**config.mk**
```make
export PLATFORM = sky130hd
export DESIGN_NAME = lcu_seq_chunked_flat
export DESIGN_NICKNAME = d
export VERILOG_FILES = /design/src/rtl/lcu_seq_chunked_if.sv /design/src/rtl/lcu_seq_chunked.sv /design/src/flat_wrapper.sv
export SDC_FILE = /design/constraint.sdc
export NUM_CORES = 1
export LEC_CHECK = 0
export BUFFER_PORTS_ARGS = -buffer_cell sky130_fd_sc_hd__buf_2
export CAP_MARGIN = 5
export CORE_UTILIZATION = 54
export DETAILED_ROUTE_END_ITERATION = 10
export PLACE_DENSITY = 0.74
export SLEW_MARGIN = 0
export SYNTH_ARGS = -nofsm -noshare
export SYNTH_HDL_FRONTEND = slang
export SYNTH_SLANG_ARGS = --single-unit
```
**constraint.sdc**
```tcl
create_clock -name clk -period 2.9 [get_ports clk]
set_input_delay 0.58 -clock clk [delete_from_list [all_inputs] [get_ports clk]]
set_output_delay 0.58 -clock clk [all_outputs]
set_load 0.05 [all_outputs]
```
**src/rtl/lcu_seq_chunked_if.sv**
```systemverilog
// Handshake bundle for lcu_seq_chunked: operand side (p/g/ci) and carry-out side (co).
// PO/GO group outputs exist only when LCU_SEQ_GROUP_EN is defined.
interface lcu_seq_chunked_if #(
  parameter int WIDTH = 8
);
  logic             in_valid;
  logic             in_ready;
  logic [WIDTH-1:0] p;
  logic [WIDTH-1:0] g;
  logic             ci;
  logic             out_valid;
  logic             out_ready;
  logic [WIDTH-1:0] co;
`ifdef LCU_SEQ_GROUP_EN
  logic             po;
  logic             go;

  modport master (output in_valid, p, g, ci, out_ready,
                  input  in_ready, out_valid, co, po, go);
  modport slave  (input  in_valid, p, g, ci, out_ready,
                  output in_ready, out_valid, co, po, go);
`else
  modport master (output in_valid, p, g, ci, out_ready,
                  input  in_ready, out_valid, co);
  modport slave  (input  in_valid, p, g, ci, out_ready,
                  output in_ready, out_valid, co);
`endif
endinterface

```
**src/rtl/lcu_seq_chunked.sv**
```systemverilog
// Multi-cycle lookahead-carry unit resolving CO[i] = G[i] | (P[i] & CO[i-1]) CHUNK bits per clock.
// Optional group propagate/generate outputs (PO/GO) are enabled by LCU_SEQ_GROUP_EN.
module lcu_seq_chunked #(
  parameter int WIDTH = 8,
  parameter int CHUNK = 2
) (
  input  logic             clk,
  input  logic             srst,
  lcu_seq_chunked_if.slave bus
);
  localparam int IDX_W = $clog2(WIDTH + CHUNK) + 1;
  localparam int BIT_W = (WIDTH > 1) ? $clog2(WIDTH) : 1;

  typedef enum logic [1:0] {IDLE, RUN, DONE} state_t;

  state_t           state;
  logic [IDX_W-1:0] idx;
  logic             carry;
  logic             in_ready_q;
  logic             out_valid_q;
  logic [WIDTH-1:0] p_q;
  logic [WIDTH-1:0] g_q;
  logic [WIDTH-1:0] co_q;

  logic [WIDTH-1:0] co_n;
  logic             carry_n;
  logic [IDX_W-1:0] bit_idx;
  logic             last_chunk;
`ifdef LCU_SEQ_GROUP_EN
  logic             ci_q;
  logic             po_acc;
  logic             po_n;
  logic             po_q;
  logic             go_q;
`endif

  // One chunk of the ripple, starting at idx; bits past WIDTH-1 are skipped
  always_comb begin
    co_n    = co_q;
    carry_n = carry;
    bit_idx = '0;
`ifdef LCU_SEQ_GROUP_EN
    po_n    = po_acc;
`endif
    for (int k = 0; k < CHUNK; k++) begin
      bit_idx = idx + IDX_W'(k);
      if (bit_idx < IDX_W'(WIDTH)) begin
        carry_n = g_q[bit_idx[BIT_W-1:0]] | (p_q[bit_idx[BIT_W-1:0]] & carry_n);
        co_n[bit_idx[BIT_W-1:0]] = carry_n;
`ifdef LCU_SEQ_GROUP_EN
        po_n = po_n & p_q[bit_idx[BIT_W-1:0]];
`endif
      end
    end
  end

  assign last_chunk = (idx + IDX_W'(CHUNK)) >= IDX_W'(WIDTH);

  always_ff @(posedge clk) begin
    if (srst) begin
      state       <= IDLE;
      in_ready_q  <= 1'b1;
      out_valid_q <= 1'b0;
      co_q        <= '0;
      idx         <= '0;
      carry       <= 1'b0;
`ifdef LCU_SEQ_GROUP_EN
      po_acc      <= 1'b0;
      po_q        <= 1'b0;
      go_q        <= 1'b0;
`endif
    end else begin
      case (state)
        IDLE: begin
          if (bus.in_valid) begin
            p_q        <= bus.p;
            g_q        <= bus.g;
            co_q       <= '0;
            idx        <= '0;
            carry      <= bus.ci;
            in_ready_q <= 1'b0;
            state      <= RUN;
`ifdef LCU_SEQ_GROUP_EN
            ci_q       <= bus.ci;
            po_acc     <= 1'b1;
            po_q       <= 1'b0;
            go_q       <= 1'b0;
`endif
          end
        end
        RUN: begin
          co_q  <= co_n;
          carry <= carry_n;
          idx   <= idx + IDX_W'(CHUNK);
`ifdef LCU_SEQ_GROUP_EN
          po_acc <= po_n;
`endif
          if (last_chunk) begin
            out_valid_q <= 1'b1;
            state       <= DONE;
`ifdef LCU_SEQ_GROUP_EN
            po_q <= po_n;
            go_q <= co_n[WIDTH-1] & ~(ci_q & po_n);
`endif
          end
        end
        DONE: begin
          if (bus.out_ready) begin
            out_valid_q <= 1'b0;
            in_ready_q  <= 1'b1;
            state       <= IDLE;
          end
        end
        default: begin
          state       <= IDLE;
          in_ready_q  <= 1'b1;
          out_valid_q <= 1'b0;
        end
      endcase
    end
  end

  assign bus.in_ready  = in_ready_q;
  assign bus.out_valid = out_valid_q;
  assign bus.co        = co_q;
`ifdef LCU_SEQ_GROUP_EN
  assign bus.po        = po_q;
  assign bus.go        = go_q;
`endif
endmodule

```
**src/flat_wrapper.sv**
```systemverilog
// flat-port wrapper written by rule: the top's interface ports become plain ports
module lcu_seq_chunked_flat 
#(
  parameter int WIDTH = 8,
  parameter int CHUNK = 2
)
  (clk, srst, bus_in_valid, bus_p, bus_g, bus_ci, bus_out_ready, bus_in_ready, bus_out_valid, bus_co);
  lcu_seq_chunked_if #(.WIDTH(WIDTH)) bus_i ();
  input  logic clk;
  input  logic srst;
  input wire logic [$bits(bus_i.in_valid)-1:0] bus_in_valid;
  input wire logic [$bits(bus_i.p)-1:0] bus_p;
  input wire logic [$bits(bus_i.g)-1:0] bus_g;
  input wire logic [$bits(bus_i.ci)-1:0] bus_ci;
  input wire logic [$bits(bus_i.out_ready)-1:0] bus_out_ready;
  output wire logic [$bits(bus_i.in_ready)-1:0] bus_in_ready;
  output wire logic [$bits(bus_i.out_valid)-1:0] bus_out_valid;
  output wire logic [$bits(bus_i.co)-1:0] bus_co;
  assign bus_i.in_valid = bus_in_valid;
  assign bus_i.p = bus_p;
  assign bus_i.g = bus_g;
  assign bus_i.ci = bus_ci;
  assign bus_i.out_ready = bus_out_ready;
  assign bus_in_ready = bus_i.in_ready;
  assign bus_out_valid = bus_i.out_valid;
  assign bus_co = bus_i.co;
  lcu_seq_chunked #(.WIDTH(WIDTH), .CHUNK(CHUNK)) u_core (.clk(clk), .srst(srst), .bus(bus_i));
endmodule
```
### After elaboration in Yosys (flattened, before gate mapping)

Cells that the tools add are included.

| storage, ports and cells | value |
|---|---|
| register bits after elaboration | 34 |
| input bits | 21 |
| output and inout bits | 10 |
| logic and storage cells | 72 |

| operators by class | value |
|---|---|
| add/sub/neg operators | 2 |
| $lt $le $gt $ge | 7 |
| equal/unequal tests | 5 |
| multiplexer cells | 34 |
| bitwise operators | 7 |
| reduce and logical (&&, ||, !) cells | 9 |

Operators by type and width:

| operator | count |
|---|---|
| 8-bit 2-to-1 mux | 3 |
| 8-bit bitwise mux | 2 |
| 8-bit one-hot mux with 2 select lines | 1 |
| 1-bit 2-to-1 mux | 13 |
| 1-bit binary-select mux with 3-bit select | 4 |
| 3-bit AND reduction | 4 |
| 5-bit by 4-bit less-than comparator with 1-bit output, second input constant | 2 |
| 5-bit one-hot mux with 2 select lines | 1 |
| 3-bit by 4-bit less-than comparator with 1-bit output, second input constant | 2 |
| 1-bit demux with 3-bit select | 2 |
| 3-bit by 1-bit greater-or-equal comparator with 1-bit output, second input constant | 2 |
| 2-bit 2-to-1 mux | 3 |
| 1-bit one-hot mux with 3 select lines | 2 |
| 2-bit one-hot mux with 3 select lines | 1 |
| 5-bit by 1-bit adder with 5-bit output, second input constant | 1 |
| 5-bit by 2-bit adder with 5-bit output, second input constant | 1 |
| 5-bit by 4-bit greater-or-equal comparator with 1-bit output, second input constant | 1 |
| 5-bit 2-to-1 mux | 1 |
| 2-bit inequality test, second input constant | 2 |
| 1-bit NOT | 3 |
| 1-bit bitwise AND | 2 |
| 2-bit by 1-bit == test with 1-bit output, second input constant | 1 |
| 2-bit == test, second input constant | 1 |
| 1-bit logical AND | 2 |
| 6 further kinds | 7 |

### Depth between registers and ports, before layout

| depth | value |
|---|---|
| depth after elaboration | 10 |
| mapped depth | 6 |
| depth with buffers taken out | 5 |

### Worst setup path after synthesis

OpenSTA, ideal clock, no wires.

| path | value |
|---|---|
| path kind | input -> register |
| from | in srst |
| to | reg u_core.g_q[0], enable pin |
| setup time | 0.409 ns |
| arrival | 1.951 ns |
| data required time | 2.491 ns |
| setup slack | 0.540 ns |
| stages | 2 |
| path buffers | 1 |
| cell sequence | clkbuf_1 nor3_1 |

| on the way | value |
|---|---|
| longest elaborated chain between the ends | 2 |

Ends and longest elaborated chain:

| what | RTL line | source |
|---|---|---|
| from (decl) | flat_wrapper.sv:10 | `input logic srst;` |
| 1-bit NOT (no source line) | n/a |  |
| 3-bit AND reduction (no source line) | n/a |  |
| to (signal assigned) | lcu_seq_chunked.sv:77 | `g_q <= bus.g;` |
| to (decl) | lcu_seq_chunked.sv:22 | `logic [WIDTH-1:0] g_q;` |

Every way passes these cells.
A chain may end at the register's enable or synchronous reset.

### Final worst setup path

| path | value |
|---|---|
| from | reg u_core.idx[2] |
| to | reg u_core.carry |

| on the way | value |
|---|---|
| longest elaborated chain between the ends | 9 |
| elaborated cells on any way between the ends | 18 |
| classes of those cells | add/sub: 1; order compare: 2; mux: 11; bitwise: 4 |

Ends and longest elaborated chain:

| what | RTL line | source |
|---|---|---|
| from (decl) | lcu_seq_chunked.sv:17 | `logic [IDX_W-1:0] idx;` |
| from (signal assigned) | lcu_seq_chunked.sv:94 | `idx <= idx + IDX_W'(CHUNK);` |
| parallel branches: the longest is 7 deep, another holds 5-bit by 1-bit adder with 5-bit output | n/a |  |
| 1-bit 2-to-1 mux * | lcu_seq_chunked.sv:47 | `if (bit_idx < IDX_W'(WIDTH)) begin` |
| 1-bit one-hot mux with 2 select lines * | lcu_seq_chunked.sv:73 | `case (state)` |
| to (signal assigned) | lcu_seq_chunked.sv:80 | `carry <= bus.ci;` |
| to (signal assigned) | lcu_seq_chunked.sv:93 | `carry <= carry_n;` |
| to (decl) | lcu_seq_chunked.sv:18 | `logic carry;` |

Every way passes the cells marked *. The select of a mux whose other input is x is not followed.

==> flow_metrics.env <==
export IMPL_status="finished, violations left"
export IMPL_violations="design-rule violations"
export IMPL_vias=1213
export IMPL_hp_class="in2reg"
export IMPL_fmax_mhz=513.3
export IMPL_synth_edf_count=16
export IMPL_slowest_delay_ns=0.71
export IMPL_crit_chain="mux2_2, o21ai_0, a41oi_2"
export IMPL_synth_area_um2=1640
export IMPL_vdd_drop_max_mv=0.3251
export IMPL_worstPathMaxFanout=15
export IMPL_die_y_um=57.12
export IMPL_cp_start_kind="flip-flop"
export IMPL_dieWidth_um=57.12
export IMPL_syn_nets=177
export IMPL_critical_path_cell_count=3
export IMPL_post_synth_top_area_cell="edfxtp_1"
export IMPL_cp_end_kind="flip-flop"
export IMPL_syn_to_final_growth_pct=13.04
export IMPL_final_area_um2=1854
export IMPL_grt_overflow_total=0
export IMPL_cp_slowest_cell="dfxtp_1"
export IMPL_synthFlopType="dfxtp_1"
export IMPL_critical_path_class="reg2reg"
export IMPL_path_delay_family="flip-flops"
export IMPL_grt_max_degree=17
export IMPL_ys_types=37
export IMPL_cts_tree="done"
export IMPL_yosys_warnings=0
export IMPL_clkSinkCount=33
export IMPL_cp_arrival_ns=2.16
export IMPL_dpl_cell_area_um2=1794
export IMPL_slew_limit_headroom_pct=49.87
export IMPL_setup_tns_ns=0
export IMPL_final_core_util_pct=66.10
export IMPL_post_dp_hpwl_um=2117
export IMPL_track_usage_pct=20.08
export IMPL_p_leak_nw=0.7284
export IMPL_drc=4
export IMPL_gp_congestion=0.7753
export IMPL_core_area_um2=2805
export IMPL_antenna_found_initial=0
export IMPL_yosysSeqAreaShare_pct=50.04
export IMPL_final_nets=208
export IMPL_clk_latency_ns=0.35
export IMPL_ys_ff_latch=33
export IMPL_numPortBuffers=30
export IMPL_die_area_um2=3262
export IMPL_finalSetupViolCount=0
export IMPL_clkTransAtPathRegs_ns=0.11
export IMPL_ff2ff_path_depth=3
export IMPL_finalPower_w=0.0008997
export IMPL_synth_cells=148
export IMPL_postSynth_asyncResetShare_pct=0
export IMPL_syn_area_per_cell_um2=11.08
export IMPL_ant_nets=0
export IMPL_yosys_top_cells_area="edfxtp_1, dfxtp_1, ha_1, a21oi_1, a31oi_1"
export IMPL_drv_cap=0
export IMPL_start_util_pct=58.47
export IMPL_finalHoldViolCount=0
export IMPL_worst_slew_pin_slew_ns=0.7505
export IMPL_ctsResizeCount=0
export IMPL_vias_per_cell=5.749
export IMPL_root_buffer="clkbuf_4"
export IMPL_slew_violations=0
export IMPL_critPathBufInv=0
export IMPL_clockBufferDepth=2
export IMPL_crit_required_ns=3.12
export IMPL_layout_drive_gt1_share_pct=27.78
export IMPL_finalClockSkew_ns=0.01178
export IMPL_num_antenna_cells=0
export IMPL_grt_pass1_vias=1110
export IMPL_grt_pass1_wl_um=4850
export IMPL_dr_first_iter_drc_count=63
export IMPL_postCtsHoldBufs=0
export IMPL_pwr_density_cell_nw_per_um2=485.2
export IMPL_period_share_pct=67.18
export IMPL_drt_wl_total_um=2893
export IMPL_fin_crit_ns=1.948
export IMPL_synth_top_area_share_pct=29.29
export IMPL_whs_path_depth=1
export IMPL_wl_per_cell_um=13.71
export IMPL_io_pins=31
export IMPL_cts_setup_buffers=0
export IMPL_cts_max_level=2
export IMPL_firstDrtPassIters=7
export IMPL_cts_made_buffers=5
export IMPL_rsz0062_at_grt="false"
export IMPL_num_rows=19
-- through the flow --
| step | std cells | setup slack [ns] | hold slack, ns |
|---|---|---|---|
| after floorplan | 148 | 0.5398 | 0.5030 |
| after global placement | 203 | 1.040 | 0.4545 |
| after detailed placement | 203 | 0.9866 | 0.4564 |
| after CTS | 211 | 0.9805 | 0.3909 |
| after global routing | 211 | 0.8270 | 0.3805 |
| final | 211 | 0.9519 | 0.4021 |
-- layout by cell type, fill, tap and decap left out, drive strengths merged --
master     n
a211o      1
a21oi     14
a221oi     1
a22o       4
a22oi      2
a31oi      8
a41oi      1
and2       6
buf       31
clkbuf     5
clkinvlp   3
dfxtp     17
edfxtp    16
ha         8
inv        6
mux2       2
mux2i      4
mux4       3
nand2     12
nand2b     1
nand3      1
nor2       8
nor2b      2
nor3       3
nor3b      2
o21a       1
o21ai      9
o21bai     1
o221a      1
o221ai     1
o22ai      2
or3        4
-- cells in the mapped netlist (all sizes together), types with 2 or more instances --
| cell | n |
|---|---|
| a21oi | 14 |
| a22o | 4 |
| a22oi | 2 |
| a31oi | 8 |
| and2 | 6 |
| buf | 5 |
| clkbuf | 2 |
| dfxtp | 17 |
| edfxtp | 16 |
| ha | 8 |
| inv | 6 |
| mux2 | 2 |
| mux2i | 4 |
| mux4 | 3 |
| nand2 | 12 |
| nor2 | 8 |
| nor2b | 2 |
| nor3 | 3 |
| nor3b | 2 |
| o21ai | 9 |
| o22ai | 2 |
| or3 | 4 |
-- per-layer routing --
layer	part of all wire, %	global-route usage [%]	vias up
met5	0	0	-
met2	48	31.60	43
met4	1.2	11.15	0
met3	6.0	4.989	5
li1	-	-	608
met1	44	25.48	557
-- where the power goes --
part | switching [W] | internal [W] | leakage, nW
sequential | 0.0000178 | 0.000507 | 0.286
clock | 0.000170 | 0.0000935 | 0.0234
combinational | 0.0000651 | 0.0000466 | 0.418
total | 0.000253 | 0.000647 | 0.728
-- area by class of cell --
class | instances | area [µm²]
fillers | 249 | 950.9
flip-flops and latches | 33 | 820.8
multi-input cells | 102 | 754.5
repair buffers | 31 | 157.7
well taps | 31 | 38.79
clock buffers | 5 | 37.54
clock inverters | 3 | 22.52
inverters | 6 | 22.52
-- flip-flops by register name, summed over array words and instances, names as in the netlist --
name	count
u_core.bus.co	8
u_core.bus.in_ready	1
u_core.bus.out_valid	1
u_core.carry	1
u_core.g_q	8
u_core.idx	4
u_core.p_q	8
u_core.state	2
-- cell families after synthesis --
kind of cell | after synthesis | share of synthesized area [%]
and+or+nand+nor | 39 | 12.28
adders and majority gates | 8 | 6.102
AOI/OAI and AO/OA | 46 | 19.15
buffers and inverters | 13 | 4.272
DFF | 33 | 50.04
muxes | 9 | 8.162
-- path summary, 6_finish.rpt --
path	startpoint	endpoint	slack (ns)
max	u_core.idx[2]$_SDFFE_PP0P_	u_core.carry$_SDFFE_PP0P_	0.95
min	bus_g[3]	u_core.g_q[3]$_DFFE_PP_	0.40
max reg2reg	u_core.idx[2]$_SDFFE_PP0P_	u_core.carry$_SDFFE_PP0P_	0.95
min reg2reg	u_core.bus.co[4]$_SDFFE_PP0P_	u_core.bus.co[4]$_SDFFE_PP0P_	0.49
Note: power is estimated with default switching activity, not from simulation.
